`src/rtl/serializer_pkg.sv`:
```
// Shared types and sizing helpers for the Haraka-S stream serializer.
//
// Contents:
//   DEF_IN_W / DEF_OUT_W      default frame and output word widths
//   calc_max_words()          words per full frame
//   calc_len_w()              width of a length field that can hold MAX_WORDS
//   ser_state_e               occupancy FSM: EMPTY, ACTIVE, FULL
//   frame_t                   one captured frame (data, length, word order),
//                             used for both the active and pending slots.
//                             It is sized from the package defaults, so a
//                             different IN_W/OUT_W is set here, not per
//                             instance.
package serializer_pkg;

    localparam int DEF_IN_W  = 256;
    localparam int DEF_OUT_W = 8;

    function automatic int calc_max_words(input int in_w, input int out_w);
        return in_w / out_w;
    endfunction

    function automatic int calc_len_w(input int max_words);
        return $clog2(max_words + 1);
    endfunction

    localparam int DEF_MAX_WORDS = calc_max_words(DEF_IN_W, DEF_OUT_W);
    localparam int DEF_LEN_W     = calc_len_w(DEF_MAX_WORDS);

    typedef enum logic [1:0] {
        EMPTY  = 2'd0,
        ACTIVE = 2'd1,
        FULL   = 2'd2
    } ser_state_e;

    typedef struct packed {
        logic [DEF_IN_W-1:0]  data;
        logic [DEF_LEN_W-1:0] len;
        logic                 msb_first;
    } frame_t;

endpackage

```
`src/rtl/stream_serializer.sv`:
```
// Wide-to-narrow serializer: accepts IN_W-bit frames and emits up to
// MAX_WORDS OUT_W-bit words per frame, in MSB-first or LSB-first order.
// One active frame is streamed while a second may wait in a pending slot,
// so consecutive frames follow each other with no idle cycle.
//
// Ports:
//   clk           sole clock
//   reset         synchronous, active-high; drops active and pending frames
//   in_data       frame to serialize
//   in_len        words to emit (0 = drop frame, >MAX_WORDS clamps)
//   in_msb_first  1: first word is the top OUT_W bits; 0: the bottom OUT_W bits
//   in_valid      frame offered
//   in_ready      frame can be accepted (depends on state and reset only)
//   out_data      current output word (registered)
//   out_valid     out_data valid (registered)
//   out_last      out_data is the final word of its frame (registered)
//   out_ready     downstream accepts out_data
//   busy          an active or pending frame is held
module stream_serializer
    import serializer_pkg::*;
#(
    parameter int IN_W      = DEF_IN_W,
    parameter int OUT_W     = DEF_OUT_W,
    parameter int MAX_WORDS = calc_max_words(IN_W, OUT_W),
    parameter int LEN_W     = calc_len_w(MAX_WORDS)
) (
    input  logic             clk,
    input  logic             reset,
    input  logic [IN_W-1:0]  in_data,
    input  logic [LEN_W-1:0] in_len,
    input  logic             in_msb_first,
    input  logic             in_valid,
    output logic             in_ready,
    output logic [OUT_W-1:0] out_data,
    output logic             out_valid,
    output logic             out_last,
    input  logic             out_ready,
    output logic             busy
);

    // Word presented first from a frame image, according to its order.
    function automatic logic [OUT_W-1:0] first_word(input logic [IN_W-1:0] d,
                                                    input logic          msb);
        return msb ? d[IN_W-1 -: OUT_W] : d[OUT_W-1:0];
    endfunction

    // Frame image with the first word removed, so the next word moves into
    // the position first_word() reads.
    function automatic logic [IN_W-1:0] drop_word(input logic [IN_W-1:0] d,
                                                  input logic          msb);
        return msb ? (d << OUT_W) : (d >> OUT_W);
    endfunction

    ser_state_e       state_q, state_d;
    frame_t           act_q;        // len = words still to present after out_data_q
    frame_t           pend_q;
    logic [OUT_W-1:0] out_data_q;
    logic             out_valid_q;
    logic             out_last_q;

    logic [LEN_W-1:0] len_clamped;
    frame_t           in_frame;
    frame_t           load_src;
    logic             accept, accept_nz, word_hs, last_hs;
    logic             load_in, load_from_pend, store_pend, advance, go_idle;

    assign len_clamped = (in_len > LEN_W'(MAX_WORDS)) ? LEN_W'(MAX_WORDS) : in_len;
    assign in_frame    = '{data: in_data, len: len_clamped, msb_first: in_msb_first};

    assign in_ready  = !reset && (state_q != FULL);
    assign accept    = in_valid && in_ready;
    // A zero-length frame completes its handshake but never takes a slot.
    assign accept_nz = accept && (len_clamped != '0);
    assign word_hs   = out_valid_q && out_ready;
    assign last_hs   = word_hs && out_last_q;

    always_comb begin
        state_d        = state_q;
        load_in        = 1'b0;
        load_from_pend = 1'b0;
        store_pend     = 1'b0;
        advance        = 1'b0;
        go_idle        = 1'b0;
        unique case (state_q)
            EMPTY: begin
                if (accept_nz) begin
                    state_d = ACTIVE;
                    load_in = 1'b1;
                end
            end
            ACTIVE: begin
                if (last_hs) begin
                    // A frame arriving on the closing handshake goes
                    // straight to the active slot.
                    if (accept_nz) begin
                        load_in = 1'b1;
                    end else begin
                        state_d = EMPTY;
                        go_idle = 1'b1;
                    end
                end else begin
                    advance = word_hs;
                    if (accept_nz) begin
                        state_d    = FULL;
                        store_pend = 1'b1;
                    end
                end
            end
            FULL: begin
                if (last_hs) begin
                    state_d        = ACTIVE;
                    load_from_pend = 1'b1;
                end else begin
                    advance = word_hs;
                end
            end
            default: state_d = EMPTY;
        endcase
    end

    assign load_src = load_from_pend ? pend_q : in_frame;

    // Frame images are not cleared by reset; the state and output flags
    // are, which is enough to guarantee no stale word reappears.
    always_ff @(posedge clk) begin
        if (reset) begin
            state_q     <= EMPTY;
            out_valid_q <= 1'b0;
            out_last_q  <= 1'b0;
            out_data_q  <= '0;
        end else begin
            state_q <= state_d;
            if (load_in || load_from_pend) begin
                out_data_q      <= first_word(load_src.data, load_src.msb_first);
                act_q.data      <= drop_word(load_src.data, load_src.msb_first);
                act_q.len       <= load_src.len - DEF_LEN_W'(1);
                act_q.msb_first <= load_src.msb_first;
                out_valid_q     <= 1'b1;
                out_last_q      <= (load_src.len == DEF_LEN_W'(1));
            end else if (advance) begin
                out_data_q <= first_word(act_q.data, act_q.msb_first);
                act_q.data <= drop_word(act_q.data, act_q.msb_first);
                act_q.len  <= act_q.len - DEF_LEN_W'(1);
                out_last_q <= (act_q.len == DEF_LEN_W'(1));
            end else if (go_idle) begin
                out_valid_q <= 1'b0;
                out_last_q  <= 1'b0;
            end
            if (store_pend) begin
                pend_q <= in_frame;
            end
        end
    end

    assign out_data  = out_data_q;
    assign out_valid = out_valid_q;
    assign out_last  = out_last_q;
    assign busy      = (state_q != EMPTY);

endmodule

```
`config.mk`:
```
export PLATFORM = sky130hd
export DESIGN_NAME = stream_serializer
export DESIGN_NICKNAME = d
export VERILOG_FILES = /design/src/rtl/serializer_pkg.sv /design/src/rtl/stream_serializer.sv
export SDC_FILE = /design/constraint.sdc
export NUM_CORES = 1
export LEC_CHECK = 0
export CAP_MARGIN = 40
export CORE_ASPECT_RATIO = 0.5
export CORE_UTILIZATION = 45
export CTS_BUF_LIST = sky130_fd_sc_hd__clkbuf_4 sky130_fd_sc_hd__clkbuf_8
export DETAILED_ROUTE_END_ITERATION = 10
export PLACE_DENSITY = 0.66
export SLEW_MARGIN = 10
export SYNTH_ARGS = -nofsm -noshare
export SYNTH_HDL_FRONTEND = slang
export SYNTH_SLANG_ARGS = --single-unit
```
`constraint.sdc`:
```
create_clock -name clk -period 42 [get_ports clk]
set_input_delay 6.3 -clock clk [delete_from_list [all_inputs] [get_ports clk]]
set_output_delay 6.3 -clock clk [all_outputs]
set_load 0.1 [all_outputs]
```
==> results of run 1 <==
synthesized netlist by cell type (all sizes together), types with 2 or more instances:
master   count
mux2i      756
nand2      528
edfxtp     526
o21ai      254
nand3      247
clkbuf     160
buf         46
nor2        16
dfxtp       12
o211ai       9
a21oi        8
ha           8
o2bb2ai      8
xnor2        8
inv          6
nor3         6
nor2b        5
a31oi        4
a21o         3
a32oi        3
mux2         3
and2         2
and3         2
or3          2
worst reg2reg max path, stage by stage (launching register included):
cell      delay [ps]
dfxtp_1          380
inv_1            100
ha_1             280
nand4_1          160
buf_12           680
buf_4           1140
mux2_2           480
inv_1             60
ha_1             230
nand2_1           70
mux2_2           260
o221ai_1         210
a31oi_1          120
per-stage QoR:
stage          area, um^2  hold slack (ps)  utilization
6_report            35000              559        0.537
5_1_grt             35000              591        0.537
3_3_place_gp        33100              537        0.508
4_1_cts             35000              558        0.537
2_1_floorplan       29700              521            -
3_5_place_dp        33400              553        0.513
flip-flops by register name (all words and copies together), names as in the netlist:
register   count
act_q        263
out_data       8
out_last       1
out_valid      1
pend_q       263
state_q        2
how the worst max path moves through the flow:
stage	from	endpoint	depth (start not counted)
after global routing	reset	in_ready	4
after global placement	reset	in_ready	3
after CTS	reset	in_ready	4
final	reset	in_ready	4
after floorplan	reset	act_q[100]	9
after detailed placement	reset	in_ready	4
cell type report:
type                            instances  area (um^2)  area share
Antenna cell                            6         15.0    0.000429
Clock buffer                          112         1390      0.0396
Clock inverter                         29          150     0.00429
Inverter                                6         22.5    0.000643
Multi-Input combinational cell       1889        12900       0.368
Sequential cell                       538        16000       0.458
Tap cell                              884         1110      0.0316
Timing Repair Buffer                  318         3420      0.0976
power groups by stage:
| stage | Combinational (mW) | Sequential, mW | Clock [mW] |
|---|---|---|---|
| 2_1_floorplan | 0.204 | 0.741 | 0 |
| 3_3_place_gp | 0.303 | 0.726 | 0 |
| 3_5_place_dp | 0.324 | 0.727 | 0 |
| 4_1_cts | 0.325 | 0.716 | 0.440 |
| 5_1_grt | 0.355 | 0.721 | 0.463 |
| 6_report | 0.327 | 0.717 | 0.435 |
routing by layer:
metal | vias up | global-route usage | part of all wire
li1 | 10100 | - | -
met2 | 879 | 0.406 | 0.45
met4 | 6 | 0.0812 | 0.025
met3 | 127 | 0.0492 | 0.076
met1 | 10800 | 0.401 | 0.45
met5 | - | 0 | 0.00034
kinds of logic (layout without fill, tap and decap cells):
logic type / after synthesis / after routing / share of synthesized area
and+or+nand+nor: 813 / 813 / 0.115
xor gates and xnor gates: 9 / 9 / 0.00265
muxes: 759 / 759 / 0.256
buffers and inverters: 212 / 465 / 0.0293
other: 0 / 6 / 0
DFF: 538 / 538 / 0.539
AOI/OAI and AO/OA: 300 / 300 / 0.0548
adders and majority gates: 8 / 8 / 0.00336
==> qor.yml, run 1 <==
outcome:
  status: "complete, no violations"
floorplanning:
  die_w_um: 366
  die_h_um: 184
  rows: 66
  io_pins: 279
  dieArea_um2: 67200
  core_area_um2: 65200
  start_util: 0.457
setup_path:
  r2r-start: "state_q[0]"
  cpMostUsedCell: "clkdlybuf4s50_1"
  regToRegSetupSlack_ps: 37540
  worstSetupStartpointType: "input pin"
  slowest_stage: "clkdlybuf4s50_1"
  cp_top_family: "buffers and inverters"
  reg2reg_to: "act_q[5]"
  end_kind: "output port"
  crit_path_max_fanout: 16
  critPathKind: "in2out"
  required_ps: 35700
  cp_data_arrival_time_ps: 8290
  path_cells: "clkdlybuf4s50_1 -> nor2_1 -> clkdlybuf4s50_1 -> buf_8"
  cp.buffers_inverters: 3
  rr_worst_depth: 12
  slowest_delay_ps: 790
finish:
  final_common_cell: "mux2i_1"
  fill_cells: 5551
  final_cell_mix: "756 x mux2i_1, 527 x nand2_1, 526 x edfxtp_1"
  drive_gt1_frac: 0.0612
  stdcell_count: 3782
  area_growth_pct: 17.7
  layout.nets: 3111
job:
  drv_cap: 0
synthesis:
  async_reset_ff_frac: 0
  synth_top_area_cell: "edfxtp_1"
  yosysSeqAreaShare: 0.539
  synthesis.instances: 2639
  synth_warnings: 0
  synth_top_area_frac: 0.531
  synthesis.nets: 2914
  ys_ff_latch: 538
  synth_ff_type: "edfxtp_1"
  synth.area.top_cells: "edfxtp_1 53%, mux2i_1 25%, nand2_1 6.6%, nand3_1 4.2%, o21ai_1 3.4%"
  synth_edf_count: 526
  syn_area_per_cell_um2: 11.3
  synth_area_um2: 29700
  synth_cell_type_count: 46
clocking:
  cts_setup_buffers: 0
  cts_root_buf: "clkbuf_8"
  cts_hold_buf: 0
  clock_sinks: 538
  htree_num_levels: 3
  cts_tree: "built"
  cts_buffer_depth: 3
  clk_pin_slew_ps: 60
  cts_inserted_buffers: 83
  cts-resized-gates: 0
  clkLatencyLatePin_ps: 670
global_route:
  first_global_vias: 20700
  antenna_found_initial: 10
  grtUsageTotal: 0.272
  grt_overflow: 0
  grt_max_degree: 208
  grt_pass1_wl_mm: 136
placement:
  portBuffers: 278
  placedCellCount: 3634
  gp_congestion: 0.876
  dpl_worst_slack_ps: 27440
  hpwl_mm: 60.4
pwr:
  sw_frac_of_total: 0.307
  clkPwrFrac: 0.294
  comb_power_share: 0.221
  p_per_area_nw_per_um2: 42.3
  intPower_mw: 1.03
  p_total_mw: 1.48
  p_leak_nw: 13.6
  p_seq_frac: 0.485
  ir_worst_vdd_mv: 0.0224
  p_sw_mw: 0.454
worst_hold_path:
  min_from: "act_q[15]"
  hold_path.class: "reg2reg"
  min_path_cells: 1
  holdPathEnd: "act_q[7]"
sta:
  fin_ws_ps: 27410
  skew_ps: 19.9
  finalSetupViolCount: 0
  rsz0062_at_grt: "false"
  worstMarginPinSlew_ps: 1250
  post-route-period-util: 0.347
  fin_crit_ps: 14590
  fmax_mhz: 68.5
  maxSlewViolCount: 0
  setup-tns-final_ps: 0
  hold_violations: 0
  slew_headroom: 0.165
detailed_routing:
  drt_iter0_drc: 2419
  vias: 21900
  wire_per_inst_um: 24.6
  via_per_inst: 5.80
  totalWireLength_mm: 92.9
  final_antenna_net_count: 0
  dr.pass1.iters: 6
  drc: 0
No activity file was read; power rests on OpenSTA's default activity.
==> inputs of run 2 (changes only) <==
--- a/config.mk
+++ b/config.mk
@@ -10,7 +10,7 @@
 export CORE_UTILIZATION = 45
 export CTS_BUF_LIST = sky130_fd_sc_hd__clkbuf_4 sky130_fd_sc_hd__clkbuf_8
 export DETAILED_ROUTE_END_ITERATION = 10
-export PLACE_DENSITY = 0.66
+export PLACE_DENSITY = 0.69
 export SLEW_MARGIN = 10
 export SYNTH_ARGS = -nofsm -noshare
 export SYNTH_HDL_FRONTEND = slang
==> constraint.sdc (replaced) <==
create_clock -name clk -period 12 [get_ports clk]
set_input_delay 1.8 -clock clk [delete_from_list [all_inputs] [get_ports clk]]
set_output_delay 1.8 -clock clk [all_outputs]
set_load 0.1 [all_outputs]
==> run 2 against run 1 <==
Net effect: non-clock buffer count increased by 6; largest power group unchanged; via count barely moved; largest cell class unchanged; die area stayed put.
==> qor.yml, run 2 (synthesis results as in run 1) <==
pwr:
  clkPwrFrac: 0.298  # +0.004
  p_seq_frac: 0.482  # -0.003
  p_per_area_nw_per_um2: 148  # +250%
  p_leak_nw: 13.7  # +0.67%
  intPower_mw: 3.61  # +250%
  comb_power_share: 0.220  # about the same
  ir_worst_vdd_mv: 0.0869  # +290%
  p_sw_mw: 1.59  # +250%
  sw_frac_of_total: 0.306  # -0.000864
  p_total_mw: 5.20  # +250%
sta:
  slew_headroom: 0.144  # -0.0209
  hold_violations: 0  # unchanged
  fmax_mhz: 174
  whs_ps: 563  # +3.96 ps
  worstMarginPinSlew_ps: 1280  # +31.4 ps
  maxSlewViolCount: 0  # unchanged
  fin_crit_ps: 5740
  setup-tns-final_ps: 0  # unchanged
  post-route-period-util: 0.479
  skew_ps: 32.9  # +12.9 ps
  rsz0062_at_grt: "false"
  finalSetupViolCount: 0  # unchanged
detailed_routing:
  totalWireLength_mm: 91.0  # -2.0%
  wire_per_inst_um: 23.9  # -2.5%
  dr.pass1.iters: 5  # -1
  vias: 21900  # -0.068%
  final_antenna_net_count: 0  # unchanged
  drt_iter0_drc: 2404  # -0.62%
  via_per_inst: 5.77  # -0.59%
  drc: 0  # unchanged
setup_path:
  end_kind: "flip-flop"
  worstSetupStartpointType: "input pin"
  cp_data_arrival_time_ps: 6020  # -2270 ps
  rr_worst_depth: 9  # -3
  path_depth: 8  # +4
  required_ps: 12270  # -23430 ps
  crit_path_max_fanout: 62  # +46
  slowest_stage: "clkdlybuf4s50_1"
  cp.buffers_inverters: 3  # unchanged
  path_cells: "clkdlybuf4s50_1 -> nor2_1 -> o2111ai_2 -> nand2_8 -> nor2_1 -> nor2_4 -> buf_4 -> buf_4"
  cp_top_family: "buffers and inverters"
  critPathKind: "in2reg"
  slowest_delay_ps: 780  # about the same
clocking:
  cts-resized-gates: 0  # unchanged
  cts_root_buf: "clkbuf_8"
  cts_setup_buffers: 0  # unchanged
  cts_buffer_depth: 3  # unchanged
  cts_inserted_buffers: 84  # +1.2%
  htree_num_levels: 3  # unchanged
  cts_hold_buf: 0  # unchanged
  clock_sinks: 538  # unchanged
  clkLatencyLatePin_ps: 660  # about the same
  cts_tree: "built"
  clk_pin_slew_ps: 60  # about the same
global_route:
  grtUsageTotal: 0.268  # -0.00432
  grt_max_degree: 242  # +16%
  grt_overflow: 0  # unchanged
  grt_pass1_wl_mm: 135  # -0.78%
  antenna_found_initial: 11  # +1
  first_global_vias: 20900  # +1.2%
finish:
  layout.nets: 3118  # +0.23%
  final_cell_mix: "756 x mux2i_1, 527 x nand2_1, 526 x edfxtp_1"
  seqCellArea_um2: 16000  # unchanged
  area_growth_pct: 18.2
  multiInputGateArea_um2: 12900  # unchanged
  fill_cells: 5583  # +0.58%
  drive_gt1_frac: 0.0643  # +0.00308
  final_common_cell: "mux2i_1"
worst_hold_path:
  hold_path.class: "reg2reg"
  min_path_cells: 1  # unchanged
placement:
  portBuffers: 278  # unchanged
  gp_congestion: 0.873  # -0.38%
  hpwl_mm: 61.1  # +1.2%
floorplanning:
  dieArea_um2: 67200  # unchanged
  rows: 66  # unchanged
  die_w_um: 366  # unchanged
  die_h_um: 184  # unchanged
  core_area_um2: 65200  # unchanged
  start_util: 0.457  # unchanged
  io_pins: 279  # unchanged
outcome:
  status: "complete, no violations"
job:
  drv_cap: 0  # unchanged
-- run 2: cell types whose count changed in the layout (fill, tap and decap cells not counted), moves of 2 or more --
cell and change:
clkinv_1 +7, buf_16 +4, clkbuf_4 -3, diode_2 +3, buf_4 +5, clkbuf_8 +3
clkinv_2 +4, buf_12 -2
-- run 2: worst paths after layout --
path | start | endpoint | slack (ps)
max | reset | act_q[119] | 6260
max reg2reg | state_q[0] | act_q[119] | 7570
min | act_q[18] | act_q[10] | 560
min reg2reg | act_q[18] | act_q[10] | 560
-- run 2: through the flow --
stage	utilization	std cells	area, um^2	worst slack (ps)
2_1_floorplan	-	2639	29800	321
3_3_place_gp	0.507	3617	33100	5320
6_report	0.540	3802	35200	6260
5_1_grt	0.540	3799	35200	6040
3_5_place_dp	0.515	3641	33500	5630
4_1_cts	0.539	3793	35100	6310
-- run 2: layer usage --
metal | global-route usage | routed length (um)
met3 | 0.0446 | 6780
met5 | 0 | 41
met4 | 0.0798 | 2280
met1 | 0.386 | 40400
met2 | 0.413 | 41500
-- run 2: final cells by class --
cell class,instances,share of cell area
diodes,9,0.000640
clock buffers,112,0.0399
clock inverters,40,0.00562
inverters,6,0.000640
multi-input cells,1889,0.366
flip-flops and latches,538,0.456
well taps,884,0.0314
repair buffers,324,0.0998
-- run 2: power by group through the flow --
stage	clock network (mW)	registers [mW]	logic [mW]
2_1_floorplan	0	2.56	0.716
3_3_place_gp	0	2.54	1.05
3_5_place_dp	0	2.54	1.14
4_1_cts	1.57	2.50	1.14
5_1_grt	1.64	2.52	1.24
6_report	1.55	2.51	1.14
